`config.mk`:
```
export PLATFORM = sky130hd
export DESIGN_NAME = rice_partition_decoder
export DESIGN_NICKNAME = d
export VERILOG_FILES = /design/src/rtl/rice_pkg.sv /design/src/rtl/rice_unfold.sv /design/src/rtl/rice_partition_decoder.sv
export SDC_FILE = /design/constraint.sdc
export NUM_CORES = 1
export LEC_CHECK = 0
export BUFFER_PORTS_ARGS = -buffer_cell sky130_fd_sc_hd__buf_2
export CORE_ASPECT_RATIO = 0.75
export CORE_UTILIZATION = 30
export CTS_CLUSTER_SIZE = 30
export DETAILED_ROUTE_END_ITERATION = 8
export GPL_TIMING_DRIVEN = 0
export HOLD_SLACK_MARGIN = 0.02
export SYNTH_ARGS = -nofsm -noshare
export SYNTH_HDL_FRONTEND = slang
export SYNTH_SLANG_ARGS = --single-unit
```
`constraint.sdc`:
```
create_clock -name iClock -period 3.7 [get_ports iClock]
set_clock_uncertainty 0.05 [all_clocks]
set_input_delay 0.74 -clock iClock [delete_from_list [all_inputs] [get_ports iClock]]
set_output_delay 0.74 -clock iClock [all_outputs]
set_load 0.005 [all_outputs]
```
`src/rtl/rice_pkg.sv`:
```
// Shared types and helpers for the FLAC Rice partition decoder.
// States, escape-width constant, escape code derivation and zigzag unfold.
package rice_pkg;

    typedef enum logic [2:0] {
        ST_IDLE,
        ST_ESC_W,
        ST_UNARY,
        ST_BINARY,
        ST_RAW,
        ST_ZERO
    } state_e;

    localparam int ESC_WIDTH_BITS = 5;
    localparam int Q_W            = 16;             // quotient / oMSB width
    localparam int SH_W           = 32;             // holds up to 31 remainder or raw bits
    localparam int U_W            = Q_W + SH_W;     // unfolded codeword width

    // All-ones Rice parameter marks an escaped (raw-width) partition.
    function automatic logic [SH_W-1:0] esc_code(input int param_w);
        return SH_W'((64'd1 << param_w) - 64'd1);
    endfunction

    // Zigzag unfold: even u -> u/2, odd u -> -(u/2)-1, kept to data_w bits.
    function automatic logic [U_W-1:0] zigzag_fold(input logic [U_W-1:0] u, input int data_w);
        logic [U_W-1:0] v;
        v = u[0] ? ~(u >> 1) : (u >> 1);
        return v & ((U_W'(1) << data_w) - U_W'(1));
    endfunction

endpackage

```
`src/rtl/rice_unfold.sv`:
```
// Combinational Rice codeword unfold: (q << k) | r, then zigzag to a signed residual.
module rice_unfold
    import rice_pkg::*;
#(
    parameter int DATA_W  = 16,
    parameter int PARAM_W = 4
) (
    input  logic [Q_W-1:0]     q_i,
    input  logic [SH_W-1:0]    r_i,
    input  logic [PARAM_W-1:0] k_i,
    output logic [DATA_W-1:0]  res_o
);

    logic [U_W-1:0] u;
    logic [U_W-1:0] f;

    always_comb begin
        u     = (U_W'(q_i) << k_i) | U_W'(r_i);
        f     = zigzag_fold(u, DATA_W);
        res_o = f[DATA_W-1:0];
    end

endmodule

```
`src/rtl/rice_partition_decoder.sv`:
```
// Serial Rice residual decoder for one FLAC partition, one stream bit per qualified cycle.
// Define RICE_ESCAPE_EN to enable escape (raw-width) partitions.
module rice_partition_decoder
    import rice_pkg::*;
#(
    parameter int DATA_W  = 16,
    parameter int PARAM_W = 4,
    parameter int MAX_MSB = 255,
    parameter int COUNT_W = 16
) (
    input  logic               iClock,
    input  logic               iReset,
    input  logic               iEnable,
    input  logic               iStart,
    input  logic [PARAM_W-1:0] iRiceParam,
    input  logic [COUNT_W-1:0] iCount,
    input  logic               iValid,
    input  logic               iData,
    output logic               oReady,
    output logic [DATA_W-1:0]  oResidual,
    output logic               oResidValid,
    output logic [15:0]        oMSB,
    output logic [15:0]        oLSB,
    output logic               oDone,
    output logic               oError
);

`ifdef RICE_ESCAPE_EN
    localparam logic [PARAM_W-1:0] ESC_K = PARAM_W'(esc_code(PARAM_W));
`endif

    state_e             state_q, state_d;
    logic [PARAM_W-1:0] k_q, k_d;
    logic [COUNT_W-1:0] cnt_q, cnt_d;
    logic [Q_W-1:0]     q_q, q_d;
    logic [SH_W-1:0]    sh_q, sh_d;
    logic [4:0]         bcnt_q, bcnt_d;
    logic [DATA_W-1:0]  res_q, res_d;
    logic [15:0]        msb_q, msb_d, lsb_q, lsb_d;
    logic               rv_q, rv_d, done_q, done_d, err_q, err_d;
`ifdef RICE_ESCAPE_EN
    logic [ESC_WIDTH_BITS-1:0] n_q, n_d;
    logic [5:0]                raw_sh;
    logic [SH_W-1:0]           raw_tmp, raw_sx;
`endif

    logic              rdy, take, emit;
    logic [SH_W-1:0]   sh_in, rice_r;
    logic [DATA_W-1:0] rice_res, emit_res;
    logic [15:0]       emit_msb, emit_lsb;

    assign rdy    = (state_q == ST_UNARY) || (state_q == ST_BINARY) ||
                    (state_q == ST_ESC_W) || (state_q == ST_RAW);
    assign take   = rdy & iValid;
    assign sh_in  = {sh_q[SH_W-2:0], iData};
    assign rice_r = (state_q == ST_BINARY) ? sh_in : '0;

    rice_unfold #(.DATA_W(DATA_W), .PARAM_W(PARAM_W)) u_unfold (
        .q_i   (q_q),
        .r_i   (rice_r),
        .k_i   (k_q),
        .res_o (rice_res)
    );

    always_comb begin
        state_d  = state_q;
        k_d      = k_q;
        cnt_d    = cnt_q;
        q_d      = q_q;
        sh_d     = sh_q;
        bcnt_d   = bcnt_q;
        res_d    = res_q;
        msb_d    = msb_q;
        lsb_d    = lsb_q;
        rv_d     = rv_q;
        done_d   = done_q;
        err_d    = err_q;
        emit     = 1'b0;
        emit_res = '0;
        emit_msb = '0;
        emit_lsb = '0;
`ifdef RICE_ESCAPE_EN
        n_d      = n_q;
        raw_sh   = 6'd32 - {1'b0, n_q};
        raw_tmp  = sh_in << raw_sh;
        raw_sx   = $unsigned($signed(raw_tmp) >>> raw_sh);
`endif
        // Disabled cycles hold every register, so strobes wait for the next enabled cycle.
        if (iEnable) begin
            rv_d   = 1'b0;
            done_d = 1'b0;
            if (iStart) begin
                k_d    = iRiceParam;
                cnt_d  = iCount;
                q_d    = '0;
                sh_d   = '0;
                bcnt_d = '0;
                err_d  = 1'b0;
`ifdef RICE_ESCAPE_EN
                n_d    = '0;
`endif
                if (iCount == '0) begin
                    state_d = ST_IDLE;
                    done_d  = 1'b1;
                end
`ifdef RICE_ESCAPE_EN
                else if (iRiceParam == ESC_K) state_d = ST_ESC_W;
`endif
                else state_d = ST_UNARY;
            end else if (take) begin
                case (state_q)
                    ST_UNARY: begin
                        if (!iData) begin
                            if (q_q == Q_W'(MAX_MSB)) begin
                                err_d   = 1'b1;
                                state_d = ST_IDLE;
                            end else begin
                                q_d = q_q + Q_W'(1);
                            end
                        end else if (k_q == '0) begin
                            emit     = 1'b1;
                            emit_res = rice_res;
                            emit_msb = q_q;
                        end else begin
                            state_d = ST_BINARY;
                        end
                    end
                    ST_BINARY: begin
                        sh_d   = sh_in;
                        bcnt_d = bcnt_q + 5'd1;
                        if (bcnt_q == 5'(k_q) - 5'd1) begin
                            emit     = 1'b1;
                            emit_res = rice_res;
                            emit_msb = q_q;
                            emit_lsb = sh_in[15:0];
                        end
                    end
`ifdef RICE_ESCAPE_EN
                    ST_ESC_W: begin
                        sh_d   = sh_in;
                        bcnt_d = bcnt_q + 5'd1;
                        if (bcnt_q == 5'(ESC_WIDTH_BITS - 1)) begin
                            n_d     = sh_in[ESC_WIDTH_BITS-1:0];
                            sh_d    = '0;
                            bcnt_d  = '0;
                            state_d = (sh_in[ESC_WIDTH_BITS-1:0] == '0) ? ST_ZERO : ST_RAW;
                        end
                    end
                    ST_RAW: begin
                        sh_d   = sh_in;
                        bcnt_d = bcnt_q + 5'd1;
                        if (bcnt_q == n_q - 5'd1) begin
                            emit     = 1'b1;
                            emit_res = DATA_W'($signed(raw_sx));
                            emit_lsb = sh_in[15:0];
                        end
                    end
`endif
                    default: ;
                endcase
            end
`ifdef RICE_ESCAPE_EN
            else if (state_q == ST_ZERO) begin
                emit = 1'b1;
            end
`endif
            if (emit) begin
                res_d  = emit_res;
                msb_d  = emit_msb;
                lsb_d  = emit_lsb;
                rv_d   = 1'b1;
                q_d    = '0;
                sh_d   = '0;
                bcnt_d = '0;
                cnt_d  = cnt_q - COUNT_W'(1);
                if (cnt_q == COUNT_W'(1)) begin
                    done_d  = 1'b1;
                    state_d = ST_IDLE;
                end else if (state_q == ST_BINARY) begin
                    state_d = ST_UNARY;
                end
            end
        end
    end

    always_ff @(posedge iClock or negedge iReset) begin
        if (!iReset) begin
            state_q <= ST_IDLE;
            k_q     <= '0;
            cnt_q   <= '0;
            q_q     <= '0;
            sh_q    <= '0;
            bcnt_q  <= '0;
            res_q   <= '0;
            msb_q   <= '0;
            lsb_q   <= '0;
            rv_q    <= 1'b0;
            done_q  <= 1'b0;
            err_q   <= 1'b0;
`ifdef RICE_ESCAPE_EN
            n_q     <= '0;
`endif
        end else begin
            state_q <= state_d;
            k_q     <= k_d;
            cnt_q   <= cnt_d;
            q_q     <= q_d;
            sh_q    <= sh_d;
            bcnt_q  <= bcnt_d;
            res_q   <= res_d;
            msb_q   <= msb_d;
            lsb_q   <= lsb_d;
            rv_q    <= rv_d;
            done_q  <= done_d;
            err_q   <= err_d;
`ifdef RICE_ESCAPE_EN
            n_q     <= n_d;
`endif
        end
    end

    assign oReady      = rdy;
    assign oResidual   = res_q;
    assign oResidValid = rv_q & iEnable;
    assign oMSB        = msb_q;
    assign oLSB        = lsb_q;
    assign oDone       = done_q & iEnable;
    assign oError      = err_q;

endmodule

```
# Word level (Yosys, flattened, before mapping)
# Index checks and enable logic that the tools add are counted.
[word_totals]
ff_bits = 111
latch_bits = 0
ramBits = 0
mem_bits_ro = 0
input_bits = 26
elab_cells = 111
n_memories = 0
[classes]
n_addsub = 4
multipliers = 0
div_mod_pow = 0
magnitude_cmp = 0
n_eq_ne = 10
shifts = 1
muxes = 61
n_bitwise = 5
n_reduce_logical = 18
[op_table]
columns = ["cell", "count"]
rows = [
  ["$mux 16", 27],
  ["$pmux 16 s2", 2],
  ["$mux 3", 9],
  ["$mux 5", 4],
  ["$mux 17", 1],
  ["$or 17x17->17", 1],
  ["$shl 16x4->17", 1],
  ["$add 16x1->16 const B", 1],
  ["$eq 16x1->1 const B", 1],
  ["$eq 16x8->1 const B", 1],
  ["$logic_not 16->1", 1],
  ["$mux 1", 16],
  ["$not 16->16", 1],
  ["$sub 16x1->16 const B", 1],
  ["$reduce_and 5->1", 2],
  ["$reduce_bool 3->1", 3],
  ["$reduce_bool 2->1", 4],
  ["$eq 3x2->1 const B", 2],
  ["$ne 3x2->1 const B", 2],
  ["$reduce_and 2->1", 3],
  ["$add 5x1->5 const B", 1],
  ["$eq 5x5->1", 1],
  ["$sub 4x1->5 const B", 1],
  ["$logic_not 4->1", 1],
  ["other kinds (8)", 12],
]

# Longest topological paths before layout
# Gate-level depths: netlist of the first run.
[depth]
ltp_word = 10
mapped_depth = 14
depth_no_buf = 8

# Hierarchy
# From an unflattened synthesis of the first run, not the netlist that was laid out.
[unflattened]
cells_unflattened = 775
area_unflattened_um2 = 7158.1
[modules_own_cells]
columns = ["module", "n_inst", "cells_each", "area_each_um2", "seq_area_each_um2"]
rows = [
  ["rice_partition_decoder", 1, 663, 6177.2, 3153.0],
  ["rice_unfold", 1, 112, 980.9, 0.0],
]

# Worst setup path before layout of the first run
# OpenSTA, ideal clock, no wires.
[synth_timing]
path_kind = "flip-flop to flip-flop"
start = "register k_q[1]"
end = "register cnt_q[14]"
setup_ns = 0.124
arrival_time_ns = 2.920
path_slack_ns = 0.606
stages_incl_launch_ff = 14
period_less_slack_ns = 3.094
cell_sequence = "dfrtp_1 buf_2 inv_1 clkbuf_1 ha_1 or3b_1 buf_6 or3_1 buf_2 a21oi_2 buf_6 buf_8 mux2i_1 a2bb2oi_2"
[synth_between]
elab_chain_cells = 9
[synth_lines]
columns = ["element", "line_no", "text"]
rows = [
  ["start: declaration", "rice_partition_decoder.sv:33", "logic [PARAM_W-1:0] k_q, k_d;"],
  ["start signal: assignment", "rice_partition_decoder.sv:205", "k_q <= k_d;"],
  ["$sub 4x1->5 or $logic_not 4->1 (tied branches)", "rice_partition_decoder.sv:131, rice_partition_decoder.sv:120", ""],
  ["$eq 5x5->1 or $mux 1 (tied branches)", "rice_partition_decoder.sv:131, rice_partition_decoder.sv:120", ""],
  ["$mux 1, on equally long branches", "rice_partition_decoder.sv:131, rice_partition_decoder.sv:113", ""],
  ["$pmux 1 s2 (*)", "rice_partition_decoder.sv:111", "case (state_q)"],
  ["$mux 1 (*)", "rice_partition_decoder.sv:110", "end else if (take) begin"],
  ["$mux 1 (*)", "rice_partition_decoder.sv:92", "if (iStart) begin"],
  ["$mux 1 (*)", "rice_partition_decoder.sv:89", "if (iEnable) begin"],
  ["$reduce_bool 2->1 (no source line)", "-", ""],
  ["$reduce_and 2->1 (no source line)", "-", ""],
  ["end signal: assignment", "rice_partition_decoder.sv:206", "cnt_q <= cnt_d;"],
  ["end: declaration", "rice_partition_decoder.sv:34", "logic [COUNT_W-1:0] cnt_q, cnt_d;"],
]
# Mark *: on every way between the ends. The rest lies on a longest branch, timed or not. The select of a mux whose other input is x is not followed.
# A chain may end at the register's enable or synchronous reset.

# Worst setup path after layout of the first run
[layout_timing]
start = "register k_q[1]"
end = "register cnt_q[12]"
# Same word-level chain as after synthesis.

==> summary.md, run 1 <==
| Metric | Value |
|---|---|
| Seq/Total Area, Yosys | 42.96% |
| Most frequent cells in the layout | dfrtp_1, nand2_1, buf_2 |
| Detailed Routing Iterations Pass 1 | 7 |
| Classification of the worst setup path | register to register |
| Cell depth of the worst flop-to-flop path | 12 |
| Clock sink count | 111 |
| Worst vdd ir | 0.2325 mV |
| CTS buffer count | 9 |
| Leading cell type in the layout, fill and taps excluded | dfrtp_1 |
| Gate power share | 17.2% |
| Core area | 21120 um2 |
| Setup TNS | 0 ps |
| Sw Share | 29.87% |
| Num ports | 78 |
| Multi-input logic area | 3364 um2 |
| Postcts setup bufs | 0 |
| Layout cells sized above 1 | 22.59% |
| GPL Wtd Cong | 0.8994 |
| Clock network power share | 36.5% |
| Area Overhead vs Synth | 17.05% |
| Residual overflow from global routing | 0 |
| Clock transition at path regs | 80 ps |
| Vias in the first global route | 5262 |
| CP endpoint kind | register |
| Root Buffer | clkbuf_16 |
| Final Hold Fails | 0 |
| Dpl hpwl | 13.96 mm |
| Least-Margin Pin Slew | 1113 ps |
| Leakage power figure | 3.213 nW |
| Sw power | 0.0008553 W |
| Cell taking the most area after synthesis | dfrtp_1 |
| CTS Hold Bufs | 0 |
| Largest net degree at the start of global routing | 83 |
| Total power | 0.002863 W |
| Nets | 783 |
| Worst-path fanout max | 11 |
| Slew HR | 25.13% |
| Unrepaired setup endpoints after global routing | no |
| Port bufs | 77 |
| Max Fclk | 285.4 MHz |
| Post-synthesis area per instance | 9.738 um2 |
| Die W | 171.5 um |
| Flops & latches, synth | 111 |
| TritonCTS clock tree | built |
| Tmin final | 3504 ps |
| Post-synthesis cell area | 6466 um2 |
| Post-synth ARST share | 100.0% |
| Post-route insts no fill | 1045 |
| Via count | 5559 |
| Internal | 0.002008 W |
| Placed insts | 1030 |
| Critical path arrival | 3700 ps |
| GRT Util Overall | 17.79% |
| Vias per cell | 5.320 |
| First-pass GRT wire length | 30.20 mm |
| EDFF count, synth | 0 |
| Maximum root-to-sink buffer count | 2 |
| Pwr per Cell Area | 378.3 nW/um2 |
| Post-Route WL | 18.86 mm |
| Worst hold margin | 204.8 ps |
| Yosys top cell area share | 42.96% |
| Ys flop type | dfrtp_1 |
| Synth Warn # | 0 |
| Drc violations | 0 |
| Initial antenna violation count | 0 |
| Full die area | 22150 um2 |
| Register-to-register setup slack | 200 ps |
| Synthesized instance count | 664 |
| Row count | 46 |
| Fillers | 2199 |
| Htree depth | 3 |
| RR Startpoint | k_q[1]$_DFFE_PN0P_ |
| Final period utilization | 94.70% |
| Run status | complete, no violations |
| Reg2reg end | cnt_q[12]$_DFFE_PN0P_ |
| Mean routed wirelength per cell | 18.04 um |
| Synth unique cells | 70 |
| Antenna-violating nets left | 0 |
| Antenna cells | 0 |
| Slew Viols, Final | 0 |
| Main area contributors after synthesis | dfrtp_1, mux2i_1, nand2_1 |
| DIE HEIGHT | 129.1 um |
| Worst endpoint required time | 3900 ps |
| Setup violations, final | 0 |
| Hold crit path type | input pin to asynchronous set/reset pin |
| Critical Path Source Type | register |
| Initial Util | 30.61% |
| Post-Syn Nets | 695 |
| Fin util | 35.83% |
| Reg area | 2778 um2 |
| Clk_lat worst skew | 370 ps |
| Seq pwr share | 46.3% |
| Initial drt markers | 432 |
| Max Cap Viol | 0 |
-- registers in the layout, indices dropped and copies added, names as in the netlist --
register / cells
q_q: 16
cnt_q: 16
oResidual: 16
sh_q: 16
state_q: 3
k_q: 4
bcnt_q: 5
oLSB: 16
rv_q: 1
oError: 1
done_q: 1
oMSB: 16
-- routing by layer --
layer | vias to the layer above | global-route usage [%] | part of all wire (%) | wire length (um)
met4 | 0 | 4.097 | 1.3 | 240
li1 | 2613 | - | - | -
met2 | 184 | 23.96 | 41 | 7676
met1 | 2739 | 27.60 | 51 | 9614
met5 | - | 0 | 0 | 0
met3 | 23 | 4.795 | 7.0 | 1324
-- cell usage after synthesis, drive strengths merged (4+ instances only) --
master	number
a21o	4
a21oi	30
a2bb2oi	11
a31oi	4
a32o	18
buf	29
clkbuf	24
dfrtp	111
ha	5
inv	14
mux2	27
mux2i	35
mux4	7
nand2	93
nand2b	6
nand3	29
nor2	26
nor3	12
nor4	14
o21ai	56
o22ai	4
o31a	5
o31ai	10
or3	9
or4	7
xnor2	18
xor2	6
-- cell type report --
cell class	instances	area share [%]
clock inverter	7	1.141
clock buffer	9	2.976
multi-input combinational	486	44.45
tap	288	4.761
timing repair buffer	78	5.538
sequential	111	36.70
buffer	52	3.736
inverter	14	0.6943
-- how the worst max path moves through the flow --
stage | from | to | cells past startpoint
global route | k_q[1]$_DFFE_PN0P_ | oLSB[15]$_DFFE_PN0P_ | 13
finish | k_q[1]$_DFFE_PN0P_ | cnt_q[12]$_DFFE_PN0P_ | 12
floorplan | k_q[1]$_DFFE_PN0P_ | cnt_q[14]$_DFFE_PN0P_ | 13
detailed placement | k_q[1]$_DFFE_PN0P_ | cnt_q[9]$_DFFE_PN0P_ | 12
global placement | k_q[1]$_DFFE_PN0P_ | oLSB[0]$_DFFE_PN0P_ | 14
CTS | k_q[1]$_DFFE_PN0P_ | cnt_q[9]$_DFFE_PN0P_ | 12
-- power by group through the flow --
stage | clock network (W) | logic (W) | registers [W]
floorplan | 0 | 0.000333 | 0.00133
global placement | 0 | 0.000476 | 0.00135
detailed placement | 0 | 0.000483 | 0.00135
CTS | 0.00107 | 0.000486 | 0.00132
global route | 0.00112 | 0.000543 | 0.00133
finish | 0.00105 | 0.000491 | 0.00133
-- timing repair --
action,CTS,global route
endpoints found under the hold margin,0,0
setup endpoints to repair,0,85
resized for setup,0,3
-- kinds of logic (layout without fill, tap and decap cells) --
group                      count (synthesis)  in the layout  synth area share (%)
and+or+nand+nor                          222            222                 16.93
AOI/OAI and AO/OA                        166            166                 18.13
DFF                                      111            111                 42.96
muxes                                     69             69                 12.56
buffers and inverters                     67            160                 5.205
xor gates and xnor gates                  24             24                 3.251
adders and majority gates                  5              5                0.9675
-- stage by stage --
stage          setup WS [ps]  area (um2)
2_1_floorplan          605.8        6466
3_3_place_gp           88.30        7212
3_5_place_dp           77.97        7246
4_1_cts                55.71        7557
5_1_grt                12.01        7569
6_report               196.0        7569
-- critical path, cell delays in order (launching register included) --
cell and delay [ps]:
dfrtp_1 320, buf_2 250, inv_1 260, ha_1 310
or3b_1 190, buf_6 130, nor3_2 50, or2_2 270
buf_2 200, o21ai_0 730, buf_2 410, a21oi_1 90
a2bb2oi_2 140
Power figures use the tool's default switching activity.
==> run 2: changes to the inputs <==
--- a/config.mk
+++ b/config.mk
@@ -5,13 +5,15 @@
 export SDC_FILE = /design/constraint.sdc
 export NUM_CORES = 1
 export LEC_CHECK = 0
+export ABC_AREA = 1
 export BUFFER_PORTS_ARGS = -buffer_cell sky130_fd_sc_hd__buf_2
 export CORE_ASPECT_RATIO = 0.75
-export CORE_UTILIZATION = 30
+export CORE_UTILIZATION = 60
 export CTS_CLUSTER_SIZE = 30
 export DETAILED_ROUTE_END_ITERATION = 8
 export GPL_TIMING_DRIVEN = 0
 export HOLD_SLACK_MARGIN = 0.02
+export PLACE_DENSITY = 0.81
 export SYNTH_ARGS = -nofsm -noshare
 export SYNTH_HDL_FRONTEND = slang
 export SYNTH_SLANG_ARGS = --single-unit
==> run 2 against run 1 <==
Against the previous run:
- critical path depth grew 1
- setup slack improved by 570 ps
- critical endpoint is now oLSB[5]$_DFFE_PN0P_
- non-clock buffer count is the same
- sequential share of layout area fell by 1.9 points
- maximum frequency rose by 20%
- total power grew 8.7%
- routed wire length rose by 2.4%
- synthesized area up 9.7%
- first-iteration DRC count grew 86%
- sequential power up 3%
==> summary.md, run 2 <==
| Metric | Value |
|---|---|
| Flops & latches, synth | 111 |
| Clock transition at path regs | 80 ps |
| Area Overhead vs Synth | 12.54% |
| Reg2reg end | oLSB[5]$_DFFE_PN0P_ |
| CTS Hold Bufs | 0 |
| Tmin final | 2932 ps |
| Seq pwr share | 43.9% |
| Detailed Routing Iterations Pass 1 | 5 |
| Gate power share | 25.2% |
| Slew HR | 53.46% |
| Register-to-register setup slack | 770 ps |
| Residual overflow from global routing | 0 |
| Least-Margin Pin Slew | 698.1 ps |
| CP endpoint kind | register |
| Cell taking the most area after synthesis | dfrtp_1 |
| Initial drt markers | 805 |
| Sw Share | 34.73% |
| Cell depth of the worst flop-to-flop path | 13 |
| Largest net degree at the start of global routing | 69 |
| Slew Viols, Final | 0 |
| Clk_lat worst skew | 360 ps |
| Num ports | 78 |
| Post-synthesis cell area | 7094 um2 |
| Ys flop type | dfrtp_1 |
| Port bufs | 75 |
| Worst vdd ir | 0.2503 mV |
| Unrepaired setup endpoints after global routing | no |
| Clock network power share | 30.9% |
| Nets | 1124 |
| DIE HEIGHT | 96.17 um |
| Post-Syn Nets | 1037 |
| RR Startpoint | k_q[1]$_DFFE_PN0P_ |
| Worst endpoint required time | 3870 ps |
| Vias per cell | 5.576 |
| Main area contributors after synthesis | dfrtp_1, nand2_1, nand3_1 |
| Seq/Total Area, Yosys | 39.15% |
| Row count | 33 |
| Post-CTS Resized | 0 |
| Synthesized instance count | 1006 |
| Core area | 11230 um2 |
| Fillers | 994 |
| Critical Path Source Type | register |
| Run status | complete, no violations |
| Leakage power figure | 4.113 nW |
| Final Hold Fails | 0 |
| Via count | 6998 |
| Vias in the first global route | 6186 |
| Worst hold margin | 324.0 ps |
| Post-synthesis area per instance | 7.052 um2 |
| Mean routed wirelength per cell | 15.38 um |
| Drc violations | 0 |
| Post-route insts no fill | 1255 |
| CTS buffer count | 9 |
| Sw power | 0.001081 W |
| Die W | 127.6 um |
| Maximum root-to-sink buffer count | 2 |
| TritonCTS clock tree | built |
| Fin util | 71.09% |
| Final period utilization | 79.24% |
| Post-Route WL | 19.30 mm |
| Most instantiated cells after synthesis | nand2_1, dfrtp_1, inv_1 |
| Yosys top cell area share | 39.15% |
| Htree depth | 3 |
| Pwr per Cell Area | 389.8 nW/um2 |
| Classification of the worst setup path | register to register |
| Initial Util | 63.17% |
| GRT Util Overall | 33.09% |
| Most frequent cells in the layout | nand2_1, dfrtp_1, inv_1 |
| Worst-path fanout max | 10 |
| Placed insts | 1239 |
| Hold crit path type | input pin to asynchronous set/reset pin |
| Clock sink count | 111 |
| Post-synth ARST share | 100.0% |
| GPL Wtd Cong | 0.9794 |
| Synth Warn # | 0 |
| Internal | 0.002031 W |
| Count leader, synth | nand2_1 |
| Setup TNS | 0 ps |
| EDFF count, synth | 0 |
| Max Cap Viol | 0 |
| Layout cells sized above 1 | 15.48% |
| First-pass GRT wire length | 31.15 mm |
| Full die area | 12270 um2 |
| Critical path arrival | 3100 ps |
| Setup violations, final | 0 |
| Antenna cells | 0 |
| Antenna-violating nets left | 0 |
| Leading cell type in the layout, fill and taps excluded | nand2_1 |
| Postcts setup bufs | 0 |
| Dpl hpwl | 14.53 mm |
| Synth unique cells | 41 |
| Initial antenna violation count | 0 |
| Root Buffer | clkbuf_16 |
| Max Fclk | 341.1 MHz |
run 2: cell types whose count changed in the layout (fill, tap and decap cells not counted), sizes merged, moves of 35 or more:
cell and delta:
nor2 +54, inv +92, nand2 +252, nand3 +66
nand4 +41, mux2i -35
run 2: layout make-up:
type | instances | area [um2] | share of cell area (%)
multi-input cells | 729 | 3561 | 44.60
flip-flops and latches | 111 | 2778 | 34.79
inverters | 112 | 425.4 | 5.328
repair buffers | 76 | 405.4 | 5.078
plain buffers | 54 | 330.3 | 4.137
clock buffers | 9 | 225.2 | 2.821
well taps | 157 | 196.4 | 2.460
clock inverters | 7 | 62.56 | 0.7836
run 2: kinds of logic (layout without fill, tap and decap cells):
group,count (synthesis),after routing,share of synthesized area (%)
AO/OA/AOI/OAI,109,109,8.783
XOR/XNOR,36,36,4.444
adder cells (fa/ha/maj),5,5,0.8818
buffers and inverters,166,258,10.65
flip-flops,111,111,39.15
AND/OR/NAND/NOR,579,579,36.08
run 2: worst max-delay path, stage by stage (launching register included):
cell and delay [ps]:
dfrtp_1 360, buf_2 160, inv_1 70, buf_2 190, buf_2 250, ha_1 270
nand2_1 100, a21oi_1 240, nor2_4 100, nand3_2 100, nand2_2 80, nand3_2 150
clkbuf_1 560, o21ai_1 120
run 2: how the worst max path moves through the flow:
| stage | startpoint | depth (start not counted) | endpoint |
|---|---|---|---|
| final | k_q[1]$_DFFE_PN0P_ | 13 | oLSB[5]$_DFFE_PN0P_ |
| after floorplan | k_q[1]$_DFFE_PN0P_ | 17 | oResidual[4]$_DFFE_PN0P_ |
| after global placement | iReset | 1 | oLSB[1]$_DFFE_PN0P_ |
| after CTS | k_q[1]$_DFFE_PN0P_ | 13 | oLSB[5]$_DFFE_PN0P_ |
| after global routing | k_q[1]$_DFFE_PN0P_ | 15 | oLSB[5]$_DFFE_PN0P_ |
| after detailed placement | k_q[1]$_DFFE_PN0P_ | 13 | oLSB[5]$_DFFE_PN0P_ |
run 2: metrics by stage:
| step | instance area, um2 | setup slack (ps) | power, W |
|---|---|---|---|
| global placement | 7666 | 555.6 | 0.002129 |
| floorplan | 7094 | 1341 | 0.001927 |
| CTS | 7984 | 847.4 | 0.003106 |
| detailed placement | 7696 | 854.7 | 0.002154 |
| finish | 7984 | 768.0 | 0.003112 |
| global route | 7984 | 585.1 | 0.003274 |
run 2: power by group through the flow:
stage | Sequential [W] | Combinational [W] | Clock (W)
after global placement | 0.00138 | 0.000745 | 0
after global routing | 0.00138 | 0.000883 | 0.00102
final | 0.00137 | 0.000785 | 0.000962
after detailed placement | 0.00138 | 0.000770 | 0
after floorplan | 0.00137 | 0.000554 | 0
after CTS | 0.00136 | 0.000775 | 0.000969
run 2: layer usage:
layer	share of wire [%]	wire length, um	GRT usage [%]
met5	0	0	0
met4	1.8	345	9.425
met3	9.0	1741	6.003
met2	43	8285	49.73
met1	46	8928	48.69
==> run 3: changes to the inputs <==
--- a/config.mk
+++ b/config.mk
@@ -5,10 +5,10 @@
 export SDC_FILE = /design/constraint.sdc
 export NUM_CORES = 1
 export LEC_CHECK = 0
-export ABC_AREA = 1
+export ABC_AREA = 0
 export BUFFER_PORTS_ARGS = -buffer_cell sky130_fd_sc_hd__buf_2
 export CORE_ASPECT_RATIO = 0.75
-export CORE_UTILIZATION = 60
+export CORE_UTILIZATION = 59
 export CTS_CLUSTER_SIZE = 30
 export DETAILED_ROUTE_END_ITERATION = 8
 export GPL_TIMING_DRIVEN = 0
==> constraint.sdc (replaced) <==
create_clock -name iClock -period 2.9 [get_ports iClock]
set_clock_uncertainty 0.05 [all_clocks]
set_input_delay 0.58 -clock iClock [delete_from_list [all_inputs] [get_ports iClock]]
set_output_delay 0.58 -clock iClock [all_outputs]
set_load 0.005 [all_outputs]
==> run 3 against run 2 <==
Against the previous run:
- critical path depth increased by 1
- hold slack got worse by 100 ps
- die area decreased by 7.2%
- global-route usage increased by 1.1 points
- sequential share of layout area increased by 1.1 points
- total power increased by 22%
- maximum frequency increased by 1.5%
- combinational power decreased by 11%
- final cell count decreased by 27%
- clock power increased by 46%
- setup slack got worse by 760 ps
- largest power group unchanged
- highest routed layer unchanged
==> summary.md, run 3 (synthesis results as in run 1) <==
| Metric | Value |
|---|---|
| Vias in the first global route | 5494 |
| DIE HEIGHT | 92.66 um |
| Biggest cell delay along the critical path | 380 ps |
| Design Area, Final | 7742 um2 |
| RR Startpoint | k_q[1]$_DFFE_PN0P_ |
| Worst hold margin | 224.1 ps |
| Register-to-register setup slack | 10 ps |
| Post-Route WL | 18.54 mm |
| Classification of the worst setup path | register to register |
| Nets | 804 |
| Final period utilization | 99.62% |
| Crit-path cells | buf_6 -> inv_2 -> clkbuf_8 -> ha_4 -> or3b_1 -> buf_6 -> nor2_4 -> o2111a_2 -> buf_6 -> o211ai_1 -> buf_4 -> buf_4 -> buf_4 -> mux2_2 |
| Fin util | 74.09% |
| First-pass GRT wire length | 29.46 mm |
| GRT Util Overall | 34.19% |
| Cell depth of the worst flop-to-flop path | 14 |
| Leakage power figure | 3.359 nW |
| Maximum root-to-sink buffer count | 2 |
| Layout cells sized above 1 | 27.25% |
| Port bufs | 77 |
| Reg2reg end | oMSB[1]$_DFFE_PN0P_ |
| Setup violations, final | 0 |
| Slew Viols, Final | 0 |
| Residual overflow from global routing | 0 |
| Critical path arrival | 3080 ps |
| Slowest-stage cell, CP | dfrtp_1 |
| Worst Slack Setup Final | 10.98 ps |
| Initial drt markers | 668 |
| Antenna cells | 0 |
| Mean routed wirelength per cell | 20.28 um |
| Core area | 10450 um2 |
| CP endpoint kind | register |
| Worst vdd ir | 0.3547 mV |
| Pwr per Cell Area | 489.7 nW/um2 |
| Hold crit path type | input pin to asynchronous set/reset pin |
| Area Overhead vs Synth | 19.74% |
| Root Buffer | clkbuf_16 |
| Least-Margin Pin Slew | 997.5 ps |
| Critical Path Source Type | register |
| Via count | 5876 |
| Tmin final | 2889 ps |
| Fillers | 782 |
| Worst endpoint required time | 3090 ps |
| Slew HR | 32.77% |
| GPL Wtd Cong | 0.9120 |
| CTS buffer count | 9 |
| Clk_lat worst skew | 350 ps |
| Htree depth | 3 |
| Initial antenna violation count | 0 |
| Clock sink count | 111 |
| Drc violations | 0 |
| Clock transition at path regs | 80 ps |
| Largest net degree at the start of global routing | 60 |
| Leading cell type in the layout, fill and taps excluded | dfrtp_1 |
| Max Cap Viol | 0 |
| Vias per cell | 6.429 |
| Final Hold Fails | 0 |
| Placed Area | 7056 um2 |
| Max Fclk | 346.1 MHz |
| Row count | 32 |
| Num ports | 78 |
| Setup TNS | 0 ps |
| Antenna-violating nets left | 0 |
| Full die area | 11390 um2 |
| TritonCTS clock tree | built |
| Die W | 122.9 um |
| Most frequent cells in the layout | dfrtp_1, nand2_1, buf_2 |
| Detailed Routing Iterations Pass 1 | 6 |
| Multi-input logic area | 3478 um2 |
| Run status | complete, no violations |
| Reg area | 2779 um2 |
| CTS Hold Bufs | 0 |
| Worst-path fanout max | 6 |
| Place WS | -551.8 ps |
| Dpl hpwl | 13.17 mm |
| Initial Util | 61.88% |
[run 3: stage by stage]
stage | total power (W) | instances
2_1_floorplan | 0.002128 | 664
3_3_place_gp | 0.002301 | 877
3_5_place_dp | 0.002329 | 878
4_1_cts | 0.003723 | 903
5_1_grt | 0.003921 | 914
6_report | 0.003792 | 914
[run 3: power breakdown]
part / internal [W] / switching [W] / leakage, nW
registers: 0.00162 / 0.0000814 / 1.49
clock network: 0.000775 / 0.000621 / 0.157
logic: 0.000297 / 0.000401 / 1.71
[run 3: worst max-delay path by stage]
stage | startpoint | to | slack, ps
floorplan | k_q[1]$_DFFE_PN0P_ | cnt_q[14]$_DFFE_PN0P_ | 10
finish | k_q[1]$_DFFE_PN0P_ | oMSB[1]$_DFFE_PN0P_ | 10
detailed placement | k_q[0]$_DFFE_PN0P_ | oLSB[8]$_DFFE_PN0P_ | -550
CTS | k_q[1]$_DFFE_PN0P_ | oMSB[0]$_DFFE_PN0P_ | 2
global placement | k_q[1]$_DFFE_PN0P_ | oLSB[7]$_DFFE_PN0P_ | -400
global route | k_q[1]$_DFFE_PN0P_ | oMSB[5]$_DFFE_PN0P_ | -50
[run 3: worst max-delay path: cells and delay by family (launching register included)]
kind | cells | cell delay, ps
buf+inv | 8 | 1080
simple gates | 2 | 490
flops | 1 | 380
compound gates | 2 | 340
mux | 1 | 260
fa+ha+maj | 1 | 150
[run 3: routing by layer]
layer	track usage (%)	vias up	wire length, um
li1	-	2647	-
met1	50.83	2854	8153
met2	49.67	347	8138
met3	8.929	28	1958
met4	7.825	0	287
met5	0	-	0
[run 3: final cells by class]
| type | instances | share of cell area [%] |
|---|---|---|
| Multi-Input combinational cell | 486 | 44.93 |
| Sequential cell | 111 | 35.89 |
| Timing Repair Buffer | 100 | 7.789 |
| Buffer | 51 | 4.282 |
| Clock buffer | 10 | 2.957 |
| Tap cell | 136 | 2.198 |
| Clock inverter | 6 | 1.277 |
| Inverter | 14 | 0.6787 |
[run 3: timing repair]
item,CTS,global route
pin swaps,4,5
buffers inserted,9,12
gates resized for setup,18,62
endpoints found under the setup margin,102,89
gates cloned,1,0
